--- config.mk ---
export PLATFORM = sky130hd
export DESIGN_NAME = dbg_hex_writer
export DESIGN_NICKNAME = d
export VERILOG_FILES = /design/src/rtl/dbg_hex_writer.sv
export SDC_FILE = /design/constraint.sdc
export NUM_CORES = 1
export LEC_CHECK = 0
export CAP_MARGIN = 20
export CORE_ASPECT_RATIO = 1.5
export CORE_UTILIZATION = 45
export DETAILED_ROUTE_END_ITERATION = 16
export PLACE_DENSITY = 0.83
export SLEW_MARGIN = 30
export SYNTH_ARGS = -nofsm -noshare
export SYNTH_HDL_FRONTEND = slang
export SYNTH_SLANG_ARGS = --single-unit
export TNS_END_PERCENT = 20
--- constraint.sdc ---
create_clock -name clk -period 3.7 [get_ports clk]
set_input_delay 0.74 -clock clk [delete_from_list [all_inputs] [get_ports clk]]
set_output_delay 0.74 -clock clk [all_outputs]
set_load 0.005 [all_outputs]
--- src/rtl/dbg_hex_writer.sv ---
// dbg_hex_writer: snapshots a 256-bit debug bus and streams it as 64 ASCII hex chars into a character buffer
module dbg_hex_writer #(
  parameter bit UPPERCASE    = 1'b1,
  parameter bit AUTO_REFRESH = 1'b1
) (
  input  logic         clk,
  input  logic         rst,
  input  logic [255:0] dbg_data,
  input  logic         print_fin,
  input  logic         refresh_req,
  input  logic         freeze,
  output logic         we,
  output logic [5:0]   wr_addr,
  output logic [7:0]   wr_data,
  output logic         busy,
  output logic         done,
  output logic         overrun
);
  typedef enum logic [1:0] {IDLE, WRITE, DONE} state_t;
  state_t state_q, state_d;
  logic [255:0] snap_q, snap_d;
  logic [5:0] idx_q, idx_d;
  logic pf_q;
  logic we_q, we_d, busy_q, busy_d, done_q, done_d, overrun_q, overrun_d;
  logic [5:0] wr_addr_q, wr_addr_d;
  logic [7:0] wr_data_q, wr_data_d;
  logic trig;
  logic [3:0] nib;
  logic [7:0] ascii;
  assign trig = refresh_req | (AUTO_REFRESH & print_fin & ~pf_q);
  // word idx[5:3], nibble idx[2:0] counted from the MSB end of the word
  assign nib = snap_q[{idx_q[5:3], ~idx_q[2:0], 2'b00} +: 4];
  assign ascii = ((nib < 4'd10) ? 8'h30 : (UPPERCASE ? 8'h37 : 8'h57)) + {4'h0, nib};
  always_comb begin
    state_d   = state_q;
    snap_d    = snap_q;
    idx_d     = idx_q;
    we_d      = 1'b0;
    busy_d    = 1'b0;
    done_d    = 1'b0;
    wr_addr_d = wr_addr_q;
    wr_data_d = wr_data_q;
    overrun_d = overrun_q | (trig & (state_q != IDLE));
    case (state_q)
      IDLE: if (trig && !freeze) begin
        state_d = WRITE;
        snap_d  = dbg_data;
        idx_d   = '0;
      end
      WRITE: begin
        we_d      = 1'b1;
        busy_d    = 1'b1;
        wr_addr_d = idx_q;
        wr_data_d = ascii;
        idx_d     = idx_q + 6'd1;
        state_d   = (idx_q == 6'd63) ? DONE : WRITE;
      end
      DONE: begin
        done_d  = 1'b1;
        state_d = IDLE;
      end
      default: state_d = IDLE;
    endcase
  end
  always_ff @(posedge clk) begin
    if (rst) begin
      state_q   <= IDLE;
      snap_q    <= '0;
      idx_q     <= '0;
      pf_q      <= 1'b0;
      we_q      <= 1'b0;
      busy_q    <= 1'b0;
      done_q    <= 1'b0;
      overrun_q <= 1'b0;
      wr_addr_q <= '0;
      wr_data_q <= 8'h20;
    end else begin
      state_q   <= state_d;
      snap_q    <= snap_d;
      idx_q     <= idx_d;
      pf_q      <= print_fin;
      we_q      <= we_d;
      busy_q    <= busy_d;
      done_q    <= done_d;
      overrun_q <= overrun_d;
      wr_addr_q <= wr_addr_d;
      wr_data_q <= wr_data_d;
    end
  end
  assign we      = we_q;
  assign wr_addr = wr_addr_q;
  assign wr_data = wr_data_q;
  assign busy    = busy_q;
  assign done    = done_q;
  assign overrun = overrun_q;
endmodule

# Yosys cells after proc, flatten, opt, wreduce, memory -nomap -nowiden
# Cells that the tools add are included.
[classes] addsub=2 n_lt_le_gt_ge=1 n_eq_ne=4 n_shift=1 muxes=8 bitwise_logic=6 n_reduce_logical=7
[ops] operator="indexed part select 256 x 9 -> 4 bit" n=1
[ops] operator="case mux 6 bit (2 select lines)" n=1
[ops] operator="adder 6 x 4 -> 7 bit" n=1
[ops] operator="adder 6 x 1 -> 6 bit (second input constant)" n=1
[ops] operator="equality test 6 bit (second input constant)" n=1
[ops] operator="2-to-1 mux 6 bit" n=1
[ops] operator="less-than comparator 4 bit (second input constant)" n=1
[ops] operator="2-to-1 mux 2 bit" n=2
[ops] operator="case mux 2 bit (2 select lines)" n=1
[ops] operator="AND reduction 2 bit" n=2
[ops] operator="nonzero test 2 bit" n=2
[ops] operator="2-to-1 mux 3 bit" n=1
[ops] operator="NOT 3 bit" n=1
[ops] operator="bitwise AND 1 bit" n=2
[ops] operator="equality test 2 x 1 -> 1 bit (second input constant)" n=1
[ops] operator="equality test 2 bit (second input constant)" n=1
[ops] operator="zero test 2 bit" n=1
[ops] operator="2-to-1 mux 1 bit" n=2
[ops] operator="!= test 2 bit (second input constant)" n=1
[ops] operator="OR 1 bit" n=2
[ops] operator="logical AND 1 bit" n=1
[ops] operator="zero test 1 bit" n=1
[ops] operator="NOT 1 bit" n=1
[word_totals] ff_bits=282 input_bits=261 elab_cells=38

# Logic depth before layout (Yosys ltp)
# Gate-level depths: netlist (run 1).
[depth] word_depth=6 ltp_mapped=15 depth_no_buf=11

# Worst setup path after synthesis (run 1)
# OpenSTA, ideal clock, no wires.
[synth_path] kind="flip-flop to flip-flop" from="register idx_q[1]" to="register wr_data_q[2] (netlist: wr_data[2])" setup_ns=0.079 arrival_time_ns=3.444 required_time_ns=3.621 setup_slack_ns=0.177 stages_incl_launch_ff=13 synth_period_minus_slack_ns=3.523 path_cell_list="dfxtp_1 > buf_6 > buf_12 > buf_12 > buf_2 > buf_2 > mux4_2 > mux4_2 > mux4_2 > ha_1 > fa_1 > or3_1 > o211ai_1"
[synth_between] elab_chain_cells=5
[synth_lines] item="from (decl)" line="22" source="logic [5:0] idx_q, idx_d;"
[synth_lines] item="from (signal assigned)" line="80" source="idx_q <= idx_d;"
[synth_lines] item="NOT 3 bit *" line="32" source="assign nib = snap_q[{idx_q[5:3], ~idx_q[2:0], 2'b00} +: 4];"
[synth_lines] item="indexed part select 256 x 9 -> 4 bit *" line="32"
[synth_lines] item="less-than comparator 4 bit" line="33" source="assign ascii = ((nib < 4'd10) ? 8'h30 : (UPPERCASE ? 8'h37 : 8'h57)) + {4'h0, nib};"
[synth_lines] item="2-to-1 mux 3 bit" line="33"
[synth_lines] item="adder 6 x 4 -> 7 bit *" line="33"
[synth_lines] item="to (signal assigned)" line="87" source="wr_data_q <= wr_data_d;"
[synth_lines] item="to (decl)" line="26" source="logic [7:0] wr_data_q, wr_data_d;"
# Every way passes the cells marked *; elsewhere a longest branch is shown, timed or not.
# A chain may end at the register's enable or synchronous reset.

# Final worst setup path (run 1)
[layout_path] from="register idx_q[0]" to="register wr_data_q[2] (netlist: wr_data[2])"
# The elaborated chain is that of the path after synthesis.

==> qor.csv, run 1 <==
metric;value;unit
clkTransAtPathRegs;0.07;ns
setup_tns;0;ns
postRouteAntennaNets;0;
r2r_end;wr_data[2]$_SDFFE_PP0P_;
power.static_leakage;5.814;nW
power.total;7.118;mW
syn_area_per_cell;8.620;um2
layout.area.seq;5634;um2
core.rowCount;73;
antenna_found_initial;0;
final_area;16040;um2
cp_cell_sequence;buf_4 > mux4_2 > mux2i_1 > mux2i_1 > a32oi_1 > and2_1 > a21oi_1 > ha_1 > fa_1 > or3_1 > o211ai_1;
clock_latency;0.54;ns
synth_warnings;0;
diodes;0;
status;finished clean;
die_x;135.7;um
wirelength;36420;um
netlist_area;12060;um2
dpl_cell_area;15080;um2
path_class;register to register;
reg2reg_slack;0.16;ns
powerDensity;443.8;nW/um2
port_buffers;277;
start_kind;register;
max_freq;282.6;MHz
slew_headroom;0.3542;
start_util;0.4568;
drtIter0Drc;932;
worst_hold_path_type;register to register;
viasPerCell;5.558;
grt_overflow;0;
synth_edf_count;0;
first_pass_iters;7;
fin_skew;0.02245;ns
grt_pass1_vias;10779;
area_growth;32.98;%
required;4.16;ns
cp_common_cell;mux2i_1;
synth_nets;1664;
grtUsageTotal;0.2620;
grt_pass1_wl;55490;um
cts_tree;done;
hpwlAfterDp;26600;um
syn_inst;1399;
max_cap_violations;0;
ys_ff_latch;281;
gp_congestion;0.8694;
core;26400;um2
holdPathEnd;snap_q[243]$_SDFFE_PP0P_;
hp-start;snap_q[243]$_SDFFE_PP0P_;
crit_path_max_fanout;15;
numCtsBuffers;26;
slew_viol_final;0;
ir_drop;0.3625;mV
setup_viol;0;
wl_per_cell;18.44;um
grt_start_max_net_pins;159;
die_h;202.5;um
max_stage_delay;0.51;ns
worstPathArrival;4.00;ns
netlist-cell-type-count;54;
hold_viol;0;
cts-root-buf;clkbuf_16;
post-route-period-util;0.9563;
min_period;3.538;ns
dieArea;27470;um2
hold_depth;2;
drc;0;
cp_slowest_cell;mux4_2;
dr_total_vias;10978;
cts_sinks;281;
ys.flop_type;dfxtp_1;
worst-slew-pin-transition;0.9687;ns
ioPinCount;279;
r2r_cells;11;
multi_input_area;5872;um2
layout.nets;1887;
clockBufferDepth;3;
num-fill-cells;2130;
r2r-start;idx_q[0]$_SDFFE_PP0P_;
drive_gt1_frac;0.08791;
async_flop_share;0;
whs;0.4537;ns
htreeDepth;1;
end_kind;register;
post-route-util;0.6075;
ys_seq_area_frac;0.4665;
==> metal layers <==
metal	share of wire	track usage
met5	0	0
met4	0.075	0.1870
met3	0.054	0.03046
met2	0.51	0.4535
met1	0.36	0.2951
==> cells in the mapped netlist (all sizes together), types with 2 or more instances <==
cell / instances / area share
o221ai: 2 / 0.0015
o21bai: 2 / 0.0012
dfxtp: 281 / 0.47
a211oi: 3 / 0.0019
nor2: 21 / 0.0065
ha: 3 / 0.0031
mux4: 69 / 0.14
and2: 3 / 0.0016
a21oi: 279 / 0.12
mux2i: 15 / 0.012
a2111oi: 2 / 0.0031
a22oi: 2 / 0.0012
nor2b: 3 / 0.0016
and3: 2 / 0.0010
o211ai: 2 / 0.0012
nand3: 6 / 0.0025
o22ai: 3 / 0.0016
inv: 3 / 0.00093
nand2: 540 / 0.17
o21ai: 3 / 0.0012
clkbuf: 93 / 0.029
o22a: 2 / 0.0015
or3b: 2 / 0.0015
mux2: 3 / 0.0028
or3: 5 / 0.0026
buf: 26 / 0.018
nand3b: 5 / 0.0031
==> worst max path at each step <==
stage / from / end / depth (start not counted)
finish: idx_q[0]$_SDFFE_PP0P_ / wr_data[2]$_SDFFE_PP0P_ / 11
global route: idx_q[0]$_SDFFE_PP0P_ / wr_data[2]$_SDFFE_PP0P_ / 11
CTS: idx_q[1]$_SDFFE_PP0P_ / wr_data[3]$_SDFFE_PP0P_ / 11
detailed placement: idx_q[1]$_SDFFE_PP0P_ / wr_data[3]$_SDFFE_PP0P_ / 11
global placement: idx_q[1]$_SDFFE_PP0P_ / wr_data[3]$_SDFFE_PP0P_ / 11
floorplan: idx_q[1]$_SDFFE_PP0P_ / wr_data[2]$_SDFFE_PP0P_ / 12
==> stage by stage <==
stage | std cells | worst slack [ns]
2_1_floorplan | 1399 | 0.1766
3_3_place_gp | 1926 | 0.1640
3_5_place_dp | 1926 | 0.08364
4_1_cts | 1970 | 0.03806
5_1_grt | 1975 | -0.04675
6_report | 1975 | 0.1617
==> layout by cell type, fill, tap and decap left out, types with 3 or more instances in the layout <==
| cell type | Yosys | routed |
|---|---|---|
| nand2_1 | 539 | 539 |
| a21oi_1 | 279 | 279 |
| dfxtp_1 | 281 | 278 |
| clkdlybuf4s50_1 | 0 | 276 |
| mux4_2 | 48 | 48 |
| clkbuf_16 | 0 | 28 |
| buf_4 | 7 | 26 |
| nor2_1 | 21 | 21 |
| mux4_1 | 21 | 21 |
| mux2i_1 | 15 | 15 |
| buf_12 | 2 | 10 |
| nand3_1 | 6 | 6 |
| clkinv_2 | 0 | 6 |
| or3_1 | 5 | 5 |
| nand3b_1 | 5 | 5 |
| bufinv_16 | 0 | 4 |
| clkbuf_8 | 0 | 4 |
| o22ai_1 | 3 | 3 |
| inv_1 | 3 | 3 |
| and2_1 | 3 | 3 |
| a211oi_1 | 3 | 3 |
| mux2_2 | 3 | 3 |
| nor2b_1 | 3 | 3 |
| o21ai_0 | 3 | 3 |
| ha_1 | 3 | 3 |
==> where the power goes <==
part,switching (mW),leakage [nW],internal (mW)
clock network,1.14,0.451,1.68
logic,0.466,3.06,0.519
registers,0.117,2.30,3.20
==> cell families after synthesis <==
| family | Yosys count | share of synthesized area |
|---|---|---|
| and+or+nand+nor | 595 | 0.1932 |
| AOI/OAI and AO/OA | 309 | 0.1368 |
| DFF | 281 | 0.4665 |
| buffers and inverters | 122 | 0.04783 |
| muxes | 87 | 0.1507 |
| adders and majority gates | 4 | 0.004773 |
| other | 1 | 0.0003110 |
==> critical path: cells and delay by family (launching register included) <==
kind | cells | cell delay, ns
fa+ha+maj | 2 | 0.67
simple gates | 2 | 0.62
flops | 1 | 0.49
compound gates | 3 | 0.54
mux | 3 | 0.90
buf+inv | 1 | 0.22
==> registers in the layout (all words and copies together), names as in the netlist <==
signal,flops
snap_q,256
wr_data,7
idx_q,6
wr_addr,6
state_q,2
busy,1
done,1
overrun,1
pf_q,1
==> final cells by class <==
class,instances,area share
tap,337,0.02629
multi-input combinational,996,0.3662
sequential,281,0.3513
clock inverter,12,0.01030
clock buffer,32,0.04580
inverter,3,0.0007022
timing repair buffer,314,0.1994
==> timing repair <==
action | in CTS | in global routing
resized for setup | 0 | 1
endpoints found under the hold margin | 0 | 0
setup buffers | 0 | 5
endpoints found under the setup margin | 0 | 4
hold buffers | 0 | 0
(Power assumes the default switching activity.)
==> run 2, diff against run 1 <==
--- a/config.mk
+++ b/config.mk
@@ -6,10 +6,13 @@
 export NUM_CORES = 1
 export LEC_CHECK = 0
 export CAP_MARGIN = 20
+export CELL_PAD_IN_SITES_DETAIL_PLACEMENT = 0
+export CELL_PAD_IN_SITES_GLOBAL_PLACEMENT = 1
 export CORE_ASPECT_RATIO = 1.5
-export CORE_UTILIZATION = 45
+export CORE_MARGIN = 2
+export CORE_UTILIZATION = 34
 export DETAILED_ROUTE_END_ITERATION = 16
-export PLACE_DENSITY = 0.83
+export PLACE_DENSITY = 0.84
 export SLEW_MARGIN = 30
 export SYNTH_ARGS = -nofsm -noshare
 export SYNTH_HDL_FRONTEND = slang
==> run 2 against run 1 <==
Clock power grew 6%. Design area grew 1.5%. Clock skew grew 0.0011 ns. Wire length grew 7.9%. Combinational power is essentially flat. Global-route usage shrank 5.5 points. Core utilization shrank 14 points. Cell count grew 7.0%. Via count shrank 1.5%. Flip-flop and latch count is the same. Critical path depth is the same.
==> qor.csv, run 2 (synthesized netlist as in run 1, its figures left out) <==
metric;value;unit;change
slew_viol_final;0;;unchanged
hold_depth;2;;unchanged
layout.nets;1886;;was 1887
clkTransAtPathRegs;0.06;ns;was 0.07 ns
path_class;register to register;;unchanged
crit_path_max_fanout;18;;was 15
swShare;0.2451;;was 0.2418
slew_headroom;0.3576;;was 0.3542
area_growth;35.04;%;was 32.98%
dieArea;37020;um2;was 27470 um2
p_int;5.511;mW;was 5.397 mW
worst-slew-pin-transition;0.9636;ns;was 0.9687 ns
grt_pass1_vias;10751;;was 10779
core.rowCount;84;;was 73
ir_drop;0.2874;mV;was 0.3625 mV
post-route-period-util;0.9616;;was 0.9563
grt_overflow;0;;unchanged
power.static_leakage;5.834;nW;was 5.814 nW
die_h;234.7;um;was 202.5 um
htreeDepth;1;;unchanged
status;finished clean;;unchanged
diodes;0;;unchanged
ctsHoldBuffers;0;;unchanged
drc;0;;unchanged
drive_gt1_frac;0.09019;;was 0.08791
r2r_cells;11;;unchanged
clock_latency;0.56;ns;was 0.54 ns
cts_sinks;281;;unchanged
wirelength;39300;um;was 36420 um
p_sw;1.789;mW;was 1.721 mW
fin_skew;0.02354;ns;was 0.02245 ns
die_x;157.8;um;was 135.7 um
gp_congestion;0.9085;;was 0.8694
dr_total_vias;10810;;was 10978
grt_start_max_net_pins;156;;was 159
ioPinCount;279;;unchanged
cts-root-buf;clkbuf_16;;unchanged
antenna_found_initial;0;;unchanged
regMostFlops;snap_q;;unchanged
port_buffers;277;;unchanged
grt_pass1_wl;59530;um;was 55490 um
first_pass_iters;7;;unchanged
hold_viol;0;;unchanged
viasPerCell;5.114;;was 5.558
core;35000;um2;was 26400 um2
max_freq;281.1;MHz;was 282.6 MHz
powerDensity;448.3;nW/um2;was 443.8 nW/um2
start_util;0.3446;;was 0.4568
start_kind;register;;unchanged
setup_tns;0;ns;unchanged
worstPathArrival;4.02;ns;was 4.00 ns
p_seq_frac;0.453;;was 0.466
post-route-util;0.4653;;was 0.6075
hpwlAfterDp;29140;um;was 26600 um
postRouteAntennaNets;0;;unchanged
num-fill-cells;3356;;was 2130
min_period;3.558;ns;was 3.538 ns
wl_per_cell;18.59;um;was 18.44 um
grtUsageTotal;0.2071;;was 0.2620
final_common_cell;nand2_1;;unchanged
end_kind;register;;unchanged
max_cap_violations;0;;unchanged
cts_tree;done;;unchanged
power.total;7.300;mW;was 7.118 mW
setup_viol;0;;unchanged
clockBufferDepth;3;;unchanged
required;4.16;ns;about the same
numCtsBuffers;28;;was 26
largest_register_ffs;256;;unchanged
drtIter0Drc;795;;was 932
mostFrequentLayoutCells;nand2_1, a21oi_1, dfxtp_1;;unchanged
combPwrFrac;0.137;;was 0.138
rsz0062_at_grt;false;;
worst_hold_path_type;register to register;;unchanged
clockPowerShare;0.410;;was 0.396
run 2: changes by cell type in the layout (fill, tap and decap cells not counted), sizes merged:
cell / previous run / this run
bufinv: 4 / 3
buf: 37 / 35
clkbuf: 33 / 41
inv: 4 / 3
clkinv: 7 / 5
clkinvlp: 0 / 1
run 2: critical path: stages (launching register included):
cell	delay, ns
dfxtp_4	0.48
buf_12	0.21
mux4_1	0.57
mux2i_1	0.19
a21oi_1	0.14
o21bai_1	0.26
and2_4	0.21
a21oi_1	0.12
ha_1	0.26
fa_1	0.41
or3_1	0.39
o211ai_1	0.20
run 2: metrics by stage:
step                setup slack [ns]  hold WS [ns]  instances  instance area (um2)
finish                        0.1421        0.4514       2114                16280
CTS                          0.03085        0.4505       2109                16230
global route                0.001054        0.4705       2114                16280
detailed placement           0.01609        0.4418       2058                15230
floorplan                     0.1766        0.4315       1399                12060
global placement              0.1812        0.4381       2058                15230
run 2: layout make-up:
class                      count  area, um2  share of cell area
multi-input combinational    996       5883              0.3613
sequential                   281       5637              0.3461
timing repair buffer         311       3174              0.1949
clock buffer                  41      849.6             0.05217
tap                          473      591.8             0.03634
clock inverter                 9      137.6            0.008452
inverter                       3      11.26           0.0006915
run 2: power groups by stage:
stage / clock (mW) / combinational, mW / sequential, mW
after floorplan: 0 / 0.531 / 3.32
after CTS: 3.03 / 0.999 / 3.31
final: 2.99 / 1.00 / 3.31
after global placement: 0 / 0.978 / 3.37
after detailed placement: 0 / 0.991 / 3.38
after global routing: 3.15 / 1.09 / 3.32
run 2: timing repair:
action,4_1_cts,5_1_grt
pin swaps,0,1
endpoints found under the setup margin,1,4
gates resized for setup,1,2
setup buffers,1,5
run 2: per-layer routing:
metal | wire, um | up-vias | track usage
li1 | - | 5194 | -
met5 | 0 | - | 0
met2 | 20760 | 396 | 0.3801
met4 | 2011 | 0 | 0.09862
met3 | 1974 | 96 | 0.02232
met1 | 14550 | 5124 | 0.2345
run 2: worst paths after layout:
check	to	slack (ns)	start
max	wr_data[2]$_SDFFE_PP0P_	0.14	idx_q[1]$_SDFFE_PP0P_
min	snap_q[151]$_SDFFE_PP0P_	0.45	snap_q[151]$_SDFFE_PP0P_
max reg2reg	wr_data[2]$_SDFFE_PP0P_	0.14	idx_q[1]$_SDFFE_PP0P_
min reg2reg	snap_q[151]$_SDFFE_PP0P_	0.45	snap_q[151]$_SDFFE_PP0P_
